==> config.mk <==
export PLATFORM = sky130hd
export DESIGN_NAME = cav_keystream_ctrl
export DESIGN_NICKNAME = d
export VERILOG_FILES = /design/src/rtl/cav_ctrl_pkg.sv /design/src/rtl/cav_sweep_counter.sv /design/src/rtl/cav_keystream_ctrl.sv
export SDC_FILE = /design/constraint.sdc
export NUM_CORES = 1
export LEC_CHECK = 0
export BUFFER_PORTS_ARGS = -buffer_cell sky130_fd_sc_hd__buf_2
export CAP_MARGIN = 20
export CORE_ASPECT_RATIO = 1.75
export CORE_UTILIZATION = 40
export DETAILED_ROUTE_END_ITERATION = 10
export GPL_TIMING_DRIVEN = 0
export PLACE_DENSITY_LB_ADDON = 0.3
export SLEW_MARGIN = 20
export SYNTH_ARGS = -nofsm -noshare
export SYNTH_HDL_FRONTEND = slang
export SYNTH_HIERARCHICAL = 1
export SYNTH_SLANG_ARGS = --single-unit
==> constraint.sdc <==
create_clock -name clk -period 4.8 [get_ports clk]
set_clock_uncertainty 0.2 [all_clocks]
set_input_delay 0.72 -clock clk [delete_from_list [all_inputs] [get_ports clk]]
set_output_delay 0.72 -clock clk [all_outputs]
set_load 0.02 [all_outputs]
==> src/rtl/cav_ctrl_pkg.sv <==
// Shared types and constants for the Cavium keystream sequencer.
// Sizes describe the CA datapath geometry that the controller sequences.
package cav_ctrl_pkg;

  localparam int CAV_CELLS  = 111;
  localparam int CAV_RULES  = 8;
  localparam int CAV_KEY_W  = 80;
  localparam int CAV_IV_W   = 80;
  localparam int CAV_IDX_W  = 7;
  localparam int CAV_RULE_W = $clog2(CAV_RULES);

  typedef enum logic [2:0] {
    IDLE,
    LOAD,
    SWEEP,
    COMMIT,
    HOLD,
    DRAIN
  } state_t;

endpackage

==> src/rtl/cav_sweep_counter.sv <==
// Cell sweep counter: current cell index, rule select and last-cell flag.
// Holds at the last cell; the controller clears it to start the next round.
module cav_sweep_counter
  import cav_ctrl_pkg::*;
#(
  parameter int CELLS = CAV_CELLS
) (
  input  logic                  clk,
  input  logic                  rst_n,
  input  logic                  clear,
  input  logic                  enable,
  output logic [CAV_IDX_W-1:0]  cell_idx,
  output logic [CAV_RULE_W-1:0] rule,
  output logic                  last
);

  logic [CAV_IDX_W-1:0] cell_q;

  // NOTE: sequential state uses non-blocking assignments so every register
  // samples the pre-edge values regardless of statement order.
  always_ff @(posedge clk or negedge rst_n) begin
    if (!rst_n) begin
      cell_q <= '0;
    end else if (clear) begin
      cell_q <= '0;
    end else if (enable && !last) begin
      cell_q <= cell_q + CAV_IDX_W'(1);
    end
  end

  assign last     = (cell_q == CAV_IDX_W'(CELLS - 1));
  assign rule     = cell_q[CAV_RULE_W-1:0];
  assign cell_idx = cell_q;

endmodule

==> src/rtl/cav_keystream_ctrl.sv <==
// Keystream sequencer: loads key/IV, sweeps CA rounds, drops warm-up bits
// and packs committed bits LSB-first into words on a valid/ready port.
module cav_keystream_ctrl
  import cav_ctrl_pkg::*;
#(
  parameter int CELLS         = CAV_CELLS,
  parameter int WORD_W        = 32,
  parameter int WARMUP_ROUNDS = 0,
  parameter int LEN_W         = 16
) (
  input  logic                  clk,
  input  logic                  rst_n,
  input  logic                  load_valid,
  output logic                  load_ready,
  input  logic [CAV_KEY_W-1:0]  load_key,
  input  logic [CAV_IV_W-1:0]   load_iv,
  input  logic [LEN_W-1:0]      load_len,
  input  logic                  abort,
  output logic [CAV_KEY_W-1:0]  dp_key,
  output logic [CAV_IV_W-1:0]   dp_iv,
  output logic                  dp_load,
  output logic                  dp_step,
  output logic [CAV_IDX_W-1:0]  dp_cell_idx,
  output logic [CAV_RULE_W-1:0] dp_rule,
  output logic                  dp_commit,
  input  logic                  dp_ks_bit,
  output logic                  ks_valid,
  input  logic                  ks_ready,
  output logic [WORD_W-1:0]     ks_word,
  output logic                  done,
  output logic                  busy
);

  localparam int          BIT_W    = $clog2(WORD_W);
  localparam logic [15:0] WARM_CNT = 16'(WARMUP_ROUNDS);

  state_t state_q, state_d;

  logic [CAV_KEY_W-1:0] key_q;
  logic [CAV_IV_W-1:0]  iv_q;
  logic [LEN_W-1:0]     words_left_q;
  logic [BIT_W-1:0]     bit_cnt_q;
  logic [15:0]          round_q;
  logic [WORD_W-1:0]    asm_q;
  logic [WORD_W-1:0]    asm_next;
  logic [WORD_W-1:0]    ks_word_q;
  logic                 ks_valid_q;
  logic                 done_q;

  logic last_cell;
  logic handshake;
  logic keep_bit;
  logic word_full;
  logic slot_free;
  logic last_word;

  cav_sweep_counter #(
    .CELLS (CELLS)
  ) u_sweep (
    .clk      (clk),
    .rst_n    (rst_n),
    .clear    (abort || (state_q != SWEEP)),
    .enable   (state_q == SWEEP),
    .cell_idx (dp_cell_idx),
    .rule     (dp_rule),
    .last     (last_cell)
  );

  assign handshake = (state_q == IDLE) && load_valid && !abort;
  // round_q saturates at WARM_CNT, so equality marks the end of warm-up.
  assign keep_bit  = (round_q == WARM_CNT);
  assign word_full = (state_q == COMMIT) && keep_bit &&
                     (bit_cnt_q == BIT_W'(WORD_W - 1));
  assign slot_free = !ks_valid_q || ks_ready;
  assign last_word = (words_left_q == LEN_W'(1));

  always_comb begin
    asm_next            = asm_q;
    asm_next[bit_cnt_q] = dp_ks_bit;
  end

  // NOTE: every output of this block gets a default before the case, so no
  // path through it can leave a signal unassigned and infer a latch.
  always_comb begin
    state_d   = state_q;
    dp_load   = 1'b0;
    dp_step   = 1'b0;
    dp_commit = 1'b0;
    case (state_q)
      IDLE: begin
        if (handshake && (load_len != '0)) state_d = LOAD;
      end
      LOAD: begin
        dp_load = 1'b1;
        state_d = SWEEP;
      end
      SWEEP: begin
        dp_step = 1'b1;
        if (last_cell) state_d = COMMIT;
      end
      COMMIT: begin
        dp_commit = 1'b1;
        if (!word_full)     state_d = SWEEP;
        else if (!slot_free) state_d = HOLD;
        else if (last_word)  state_d = DRAIN;
        else                 state_d = SWEEP;
      end
      HOLD: begin
        if (ks_ready) state_d = last_word ? DRAIN : SWEEP;
      end
      DRAIN: begin
        if (ks_ready) state_d = IDLE;
      end
      default: state_d = IDLE;
    endcase
    if (abort) state_d = IDLE;
  end

  always_ff @(posedge clk or negedge rst_n) begin
    if (!rst_n) state_q <= IDLE;
    else        state_q <= state_d;
  end

  always_ff @(posedge clk or negedge rst_n) begin
    if (!rst_n) begin
      key_q        <= '0;
      iv_q         <= '0;
      words_left_q <= '0;
      bit_cnt_q    <= '0;
      round_q      <= '0;
      asm_q        <= '0;
      ks_word_q    <= '0;
      ks_valid_q   <= 1'b0;
      done_q       <= 1'b0;
    end else if (abort) begin
      words_left_q <= '0;
      bit_cnt_q    <= '0;
      round_q      <= '0;
      asm_q        <= '0;
      ks_valid_q   <= 1'b0;
      done_q       <= 1'b0;
    end else begin
      done_q <= 1'b0;

      if (handshake) begin
        key_q        <= load_key;
        iv_q         <= load_iv;
        words_left_q <= load_len;
        round_q      <= '0;
        bit_cnt_q    <= '0;
        asm_q        <= '0;
        done_q       <= (load_len == '0);
      end

      // A word loaded later in this block overrides the drop on acceptance.
      if (ks_valid_q && ks_ready) ks_valid_q <= 1'b0;

      if (state_q == COMMIT) begin
        if (!keep_bit) begin
          round_q <= round_q + 16'd1;
        end else if (!word_full) begin
          asm_q     <= asm_next;
          bit_cnt_q <= bit_cnt_q + BIT_W'(1);
        end else if (slot_free) begin
          ks_word_q    <= asm_next;
          ks_valid_q   <= 1'b1;
          asm_q        <= '0;
          bit_cnt_q    <= '0;
          words_left_q <= (words_left_q != '0) ? words_left_q - LEN_W'(1) : '0;
        end else begin
          asm_q <= asm_next;
        end
      end

      if ((state_q == HOLD) && ks_ready) begin
        ks_word_q    <= asm_q;
        ks_valid_q   <= 1'b1;
        asm_q        <= '0;
        bit_cnt_q    <= '0;
        words_left_q <= (words_left_q != '0) ? words_left_q - LEN_W'(1) : '0;
      end

      if ((state_q == DRAIN) && ks_ready) done_q <= 1'b1;
    end
  end

  assign load_ready = (state_q == IDLE);
  assign busy       = (state_q != IDLE);
  assign dp_key     = key_q;
  assign dp_iv      = iv_q;
  assign ks_word    = ks_word_q;
  assign ks_valid   = ks_valid_q;
  assign done       = done_q;

endmodule

## Word-level counts from Yosys, hierarchy flattened

Cells that the tools add are included.
Widths: inputs -> output; s select.

- Register bits after elaboration: 273
- Output and inout bits: 209
- Logic and storage cells: 118

- Add/subtract/negate cells: 4
- Order comparisons: 2
- Equality and inequality tests: 13
- Mux-type cells: 58
- Bitwise logic cells: 1
- Reductions and logical operators: 29

Operators with widths:

| cell | number |
|---|---|
| $mux 32 | 12 |
| $mux 16 | 12 |
| $mux 5 | 7 |
| $bwmux 32 | 1 |
| $logic_not 16->1 | 2 |
| $reduce_bool 16->1 | 2 |
| $mux 3 | 8 |
| $pmux 3 s6 | 1 |
| $add 16x1->16 const B | 1 |
| $eq 16x1->1 const B | 1 |
| $sub 16x1->16 const B | 1 |
| $mux 1 | 14 |
| $mux 7 | 2 |
| $logic_and 1x1->1 | 10 |
| $reduce_bool 2->1 | 5 |
| $ne 3x3->1 const B | 3 |
| $add 7x1->7 const B | 1 |
| $eq 7x7->1 const B | 1 |
| $eq 3x2->1 const B | 2 |
| $eq 3x3->1 const B | 2 |
| $lt 5x6->1 const B | 1 |
| $add 5x1->5 const B | 1 |
| $demux 1 s5 | 1 |
| $eq 5x5->1 const B | 1 |
| 12 further kinds | 15 |

## Longest topological paths before layout

- Depth after elaboration: 11
- Mapped depth: 9

## Hierarchy

The synthesis kept the hierarchy.

Modules (own cells, without submodules):

| module | times used | cells an instance | area each (µm²) | seq. area each (µm²) |
|---|---|---|---|---|
| cav_keystream_ctrl | 1 | 1408 | 12221.7 | 6656.4 |
| cav_sweep_counter | 1 | 46 | 446.7 | 175.2 |

## Worst setup path after synthesis

Ideal clock, no wire load.

- Kind: register -> register
- Start point: reg bit_cnt_q[0]
- End point: reg words_left_q[8]
- Library setup time: 0.150 ns
- Data arrival time: 2.142 ns
- Data required time: 4.450 ns
- Setup slack: 2.308 ns
- Cell stages (with the launch flop): 9
- Path buffers: 2
- Clock period less this slack: 2.492 ns
- Cell sequence: dfrtp_1 -> ha_1 -> and3_1 -> ha_1 -> nand3_1 -> o31a_1 -> clkbuf_1 -> clkbuf_1 -> o22ai_1

- Word-level cells in the longest chain between the ends: 7

RTL lines:

| what | RTL line | text |
|---|---|---|
| start: declaration | cav_keystream_ctrl.sv:42 | `logic [BIT_W-1:0] bit_cnt_q;` |
| start signal: assignment | cav_keystream_ctrl.sv:163 | `bit_cnt_q <= bit_cnt_q + BIT_W'(1);` |
| $eq 5x5->1 | cav_keystream_ctrl.sv:73 | `(bit_cnt_q == BIT_W'(WORD_W - 1));` |
| $logic_and 1x1->1 | cav_keystream_ctrl.sv:72 | `assign word_full = (state_q == COMMIT) && keep_bit &&` |
| $mux 16 | cav_keystream_ctrl.sv:161 | `end else if (!word_full) begin` |
| $mux 16 | cav_keystream_ctrl.sv:159 | `if (!keep_bit) begin` |
| $mux 16 | cav_keystream_ctrl.sv:158 | `if (state_q == COMMIT) begin` |
| $mux 16 | cav_keystream_ctrl.sv:175 | `if ((state_q == HOLD) && ks_ready) begin` |
| $mux 16 | cav_keystream_ctrl.sv:135 | `end else if (abort) begin` |
| end signal: assignment | cav_keystream_ctrl.sv:148 | `words_left_q <= load_len;` |
| end signal: assignment | cav_keystream_ctrl.sv:169 | `words_left_q <= (words_left_q != '0) ? words_left_q - LEN_W'(1) : '0;` |
| end signal: assignment | cav_keystream_ctrl.sv:180 | `words_left_q <= (words_left_q != '0) ? words_left_q - LEN_W'(1) : '0;` |
| end: declaration | cav_keystream_ctrl.sv:41 | `logic [LEN_W-1:0] words_left_q;` |

Every way passes these cells.
A chain may end at the register's enable or synchronous reset.

## Final worst setup path

Same ends and word-level chain as after synthesis.

==> results.sh <==
export IMPL_status="complete, no violations"
export IMPL_grt_overflow_total=0
export IMPL_synth_area_leaders="dfrtp_1 (54%), nand2_1 (17%), mux2i_1 (2.8%)"
export IMPL_worstPathCellList="ha_1 > and3_1 > ha_1 > nand3_1 > o31a_1 > clkbuf_1 > clkbuf_1 > o22ai_1"
export IMPL_first_global_vias=11590
export IMPL_swShare_pct=39.65
export IMPL_cts_tree="built"
export IMPL_async_reset_ff_share_pct=100.0
export IMPL_critical_path_max_stage_delay_ns=0.50
export IMPL_final_setup_tns_ns=0
export IMPL_synth_simple_area_share_pct=27.02
export IMPL_timing_final_crit_share_pct=69.51
export IMPL_grt_pass1_wl_um=61090
export IMPL_p_int_mw=5.391
export IMPL_regArea_um2=6832
export IMPL_syn_nets=1647
export IMPL_numCtsBuffers=28
export IMPL_path_clk_slew_ns=0.06
export IMPL_crit_type="flop to flop"
export IMPL_yosys_mux_area_fraction_pct=2.933
export IMPL_p_clk_share_pct=26.2
export IMPL_cts_root_buf="clkbuf_16"
export IMPL_critPathSlowestCell="clkbuf_1"
export IMPL_r2r_slack_ns=1.46
export IMPL_p_leak_nw=8.531
export IMPL_arrival_ns=3.53
export IMPL_synth_compound_area_share_pct=9.333
export IMPL_yosysWarnings=6
export IMPL_worstMarginPinSlew_ns=1.059
export IMPL_p_total_mw=8.933
export IMPL_min_from="load_iv[13]"
export IMPL_drtAntennaViolNets=0
export IMPL_worst_slack_ns=1.464
export IMPL_yosysTopAreaCellShare_pct=53.93
export IMPL_preCtsSetupSlack_ns=1.460
export IMPL_r2r_end="words_left_q[8]"
export IMPL_worst_path_buf_inv=2
export IMPL_hold_viol=0
export IMPL_whs_path_depth=3
export IMPL_wire_per_inst_um=17.38
export IMPL_r2r_start="bit_cnt_q[0]"
export IMPL_hold_end="dp_iv[13]"
export IMPL_start_kind="flop"
export IMPL_ff2ff_path_depth=8
export IMPL_hold_path_class="input port to flop"
export IMPL_drc=0
export IMPL_maxCapViolCount=0
export IMPL_yosysSeqAreaShare_pct=53.93
export IMPL_yosysMostFrequentCell="nand2_1"
export IMPL_startpoint="bit_cnt_q[0]"
export IMPL_routed_wl_um=39770
export IMPL_dp_cells=2236
export IMPL_diodes=0
export IMPL_rows=85
export IMPL_gp_congestion=0.9383
export IMPL_path_delay_family="buffers and inverters"
export IMPL_cts_sinks=273
export IMPL_holdWs_ns=0.1487
export IMPL_antenna_found_initial=1
export IMPL_synth_flop_cell="dfrtp_1"
export IMPL_dp_hpwl_um=29750
export IMPL_finalCriticalPeriod_ns=3.336
export IMPL_grt_max_degree=98
export IMPL_grtUsageTotal_pct=24.23
export IMPL_h_tree_depth=1
export IMPL_netlist_instances=1454
export IMPL_yosys_register_bits=273
export IMPL_rsz0062_at_grt="no"
export IMPL_ir_worst_vdd_uv=491.3
export IMPL_synthAdderAreaFrac_pct=1.086
export IMPL_via_per_inst=5.168
export IMPL_start_util_pct=40.93
export IMPL_maxSlewHeadroom_pct=28.84
export IMPL_io_buffers=389
export IMPL_synth_commonest_cells="nand2_1 (584), dfrtp_1 (273), clkbuf_1 (61), nand3_1 (57), a21oi_1 (56)"
export IMPL_core_um2=30950
export IMPL_nFillCells=2935
export IMPL_cp_max_fo=10
export IMPL_synth_top_family_by_area="simple AND/OR/NAND/NOR gates"
export IMPL_layout_cells_non_filler=2288
export IMPL_dr_pass1_iters=7
export IMPL_postCtsResizedCells=0
export IMPL_io_pins=391
export IMPL_die_h_um=237.4
export IMPL_worst_setup_path_end_kind="flop"
export IMPL_drive_above_1_share_pct=26.46
export IMPL_synth_edff_count=0
export IMPL_p_sw_mw=3.542
export IMPL_nets=2069
export IMPL_area_growth_pct=27.56
export IMPL_clock_fmax_mhz=299.7
export IMPL_die_area_um2=32410
export IMPL_cp_data_required_time_ns=5.00
export IMPL_vias=11820
export IMPL_synth_xor_area_share_pct=0.6222
export IMPL_p_per_area_nw_per_um2=552.8
export IMPL_synth_area_leader_cell="dfrtp_1"
export IMPL_avgSynthCellArea_um2=8.713
export IMPL_drt_iter0_drc=638
export IMPL_syn_cell_area_um2=12670
export IMPL_multi_input_area_um2=5194
export IMPL_finalMaxSlewViolations=0
export IMPL_synth_cell_types=76
export IMPL_die_w_um=136.5
export IMPL_finalSetupViolCount=0
export IMPL_clkLatencyLatePin_ns=0.56
export IMPL_cts_buffer_depth=3
export IMPL_pwr_share_comb_pct=35.9
export IMPL_seq_power_share_pct=37.9
cell usage in the layout, fill, tap and decap left out, types with 13 or more instances in the layout:
master,n
inv_1,47
mux2i_1,36
nor3_1,19
dfrtp_1,273
nand3_1,57
nand4_1,13
nor2_1,34
buf_2,420
nand2_1,584
o22ai_1,34
o21ai_0,31
a21oi_1,56
clkbuf_1,65
clkbuf_16,29
worst max-delay path by stage:
stage,endpoint,slack [ns],depth (start not counted)
final,words_left_q[8],1.46,8
after global routing,words_left_q[8],1.22,8
after CTS,words_left_q[8],1.45,8
after detailed placement,words_left_q[8],1.46,8
after global placement,dp_iv[78],-2.28,1
after floorplan,words_left_q[8],2.31,8
logic make-up after synthesis:
group / after synthesis
xor gates and xnor gates: 9
buffers and inverters: 149
and+or+nand+nor: 785
DFF: 273
adders and majority gates: 11
muxes: 37
AOI/OAI and AO/OA: 190
power by group through the flow:
stage / Combinational (mW) / Clock, mW / Sequential (mW)
global route: 3.48 / 2.47 / 3.46
CTS: 3.23 / 2.40 / 3.38
detailed placement: 3.23 / 0 / 3.41
global placement: 3.18 / 0 / 3.39
finish: 3.21 / 2.34 / 3.39
floorplan: 1.10 / 0 / 4.23
cell type report:
cell class | count | share of cell area, %
clock buffers | 36 | 4.839
clock inverters | 15 | 1.223
plain buffers | 101 | 2.865
multi-input cells | 1032 | 32.14
repair buffers | 392 | 12.51
inverters | 48 | 1.115
well taps | 391 | 3.027
flip-flops and latches | 273 | 42.28
sequential cells by signal, indices dropped and copies added, names as in the netlist:
register / cells
dp_iv: 80
dp_key: 80
asm_q: 32
ks_word: 32
round_q: 16
words_left_q: 16
u_sweep/cell_idx: 7
bit_cnt_q: 5
state_q: 3
done: 1
ks_valid: 1
per-layer routing:
metal	global-route usage, %	share of wire, %	vias to the layer above
met3	4.671	6.7	96
met2	44.07	52	440
met1	26.82	37	5641
li1	-	-	5645
met5	0	0.020	-
met4	10.61	4.0	2
timing repair:
item                      4_1_cts  5_1_grt
hold buffers                    1        0
hold endpoints to repair       38        0
setup buffers                   0        0
tightest hold or removal path, cell delays in order:
cell	delay (ns)
buf_2	0.07
nand2_1	0.04
nand2_1	0.04
through the flow:
stage | cell area, µm² | util (%)
final | 16160 | 52.21
after CTS | 16160 | 52.21
after floorplan | 12670 | -
after global placement | 15100 | 48.81
after global routing | 16160 | 52.21
after detailed placement | 15170 | 49.02
(Power assumes the default switching activity.)
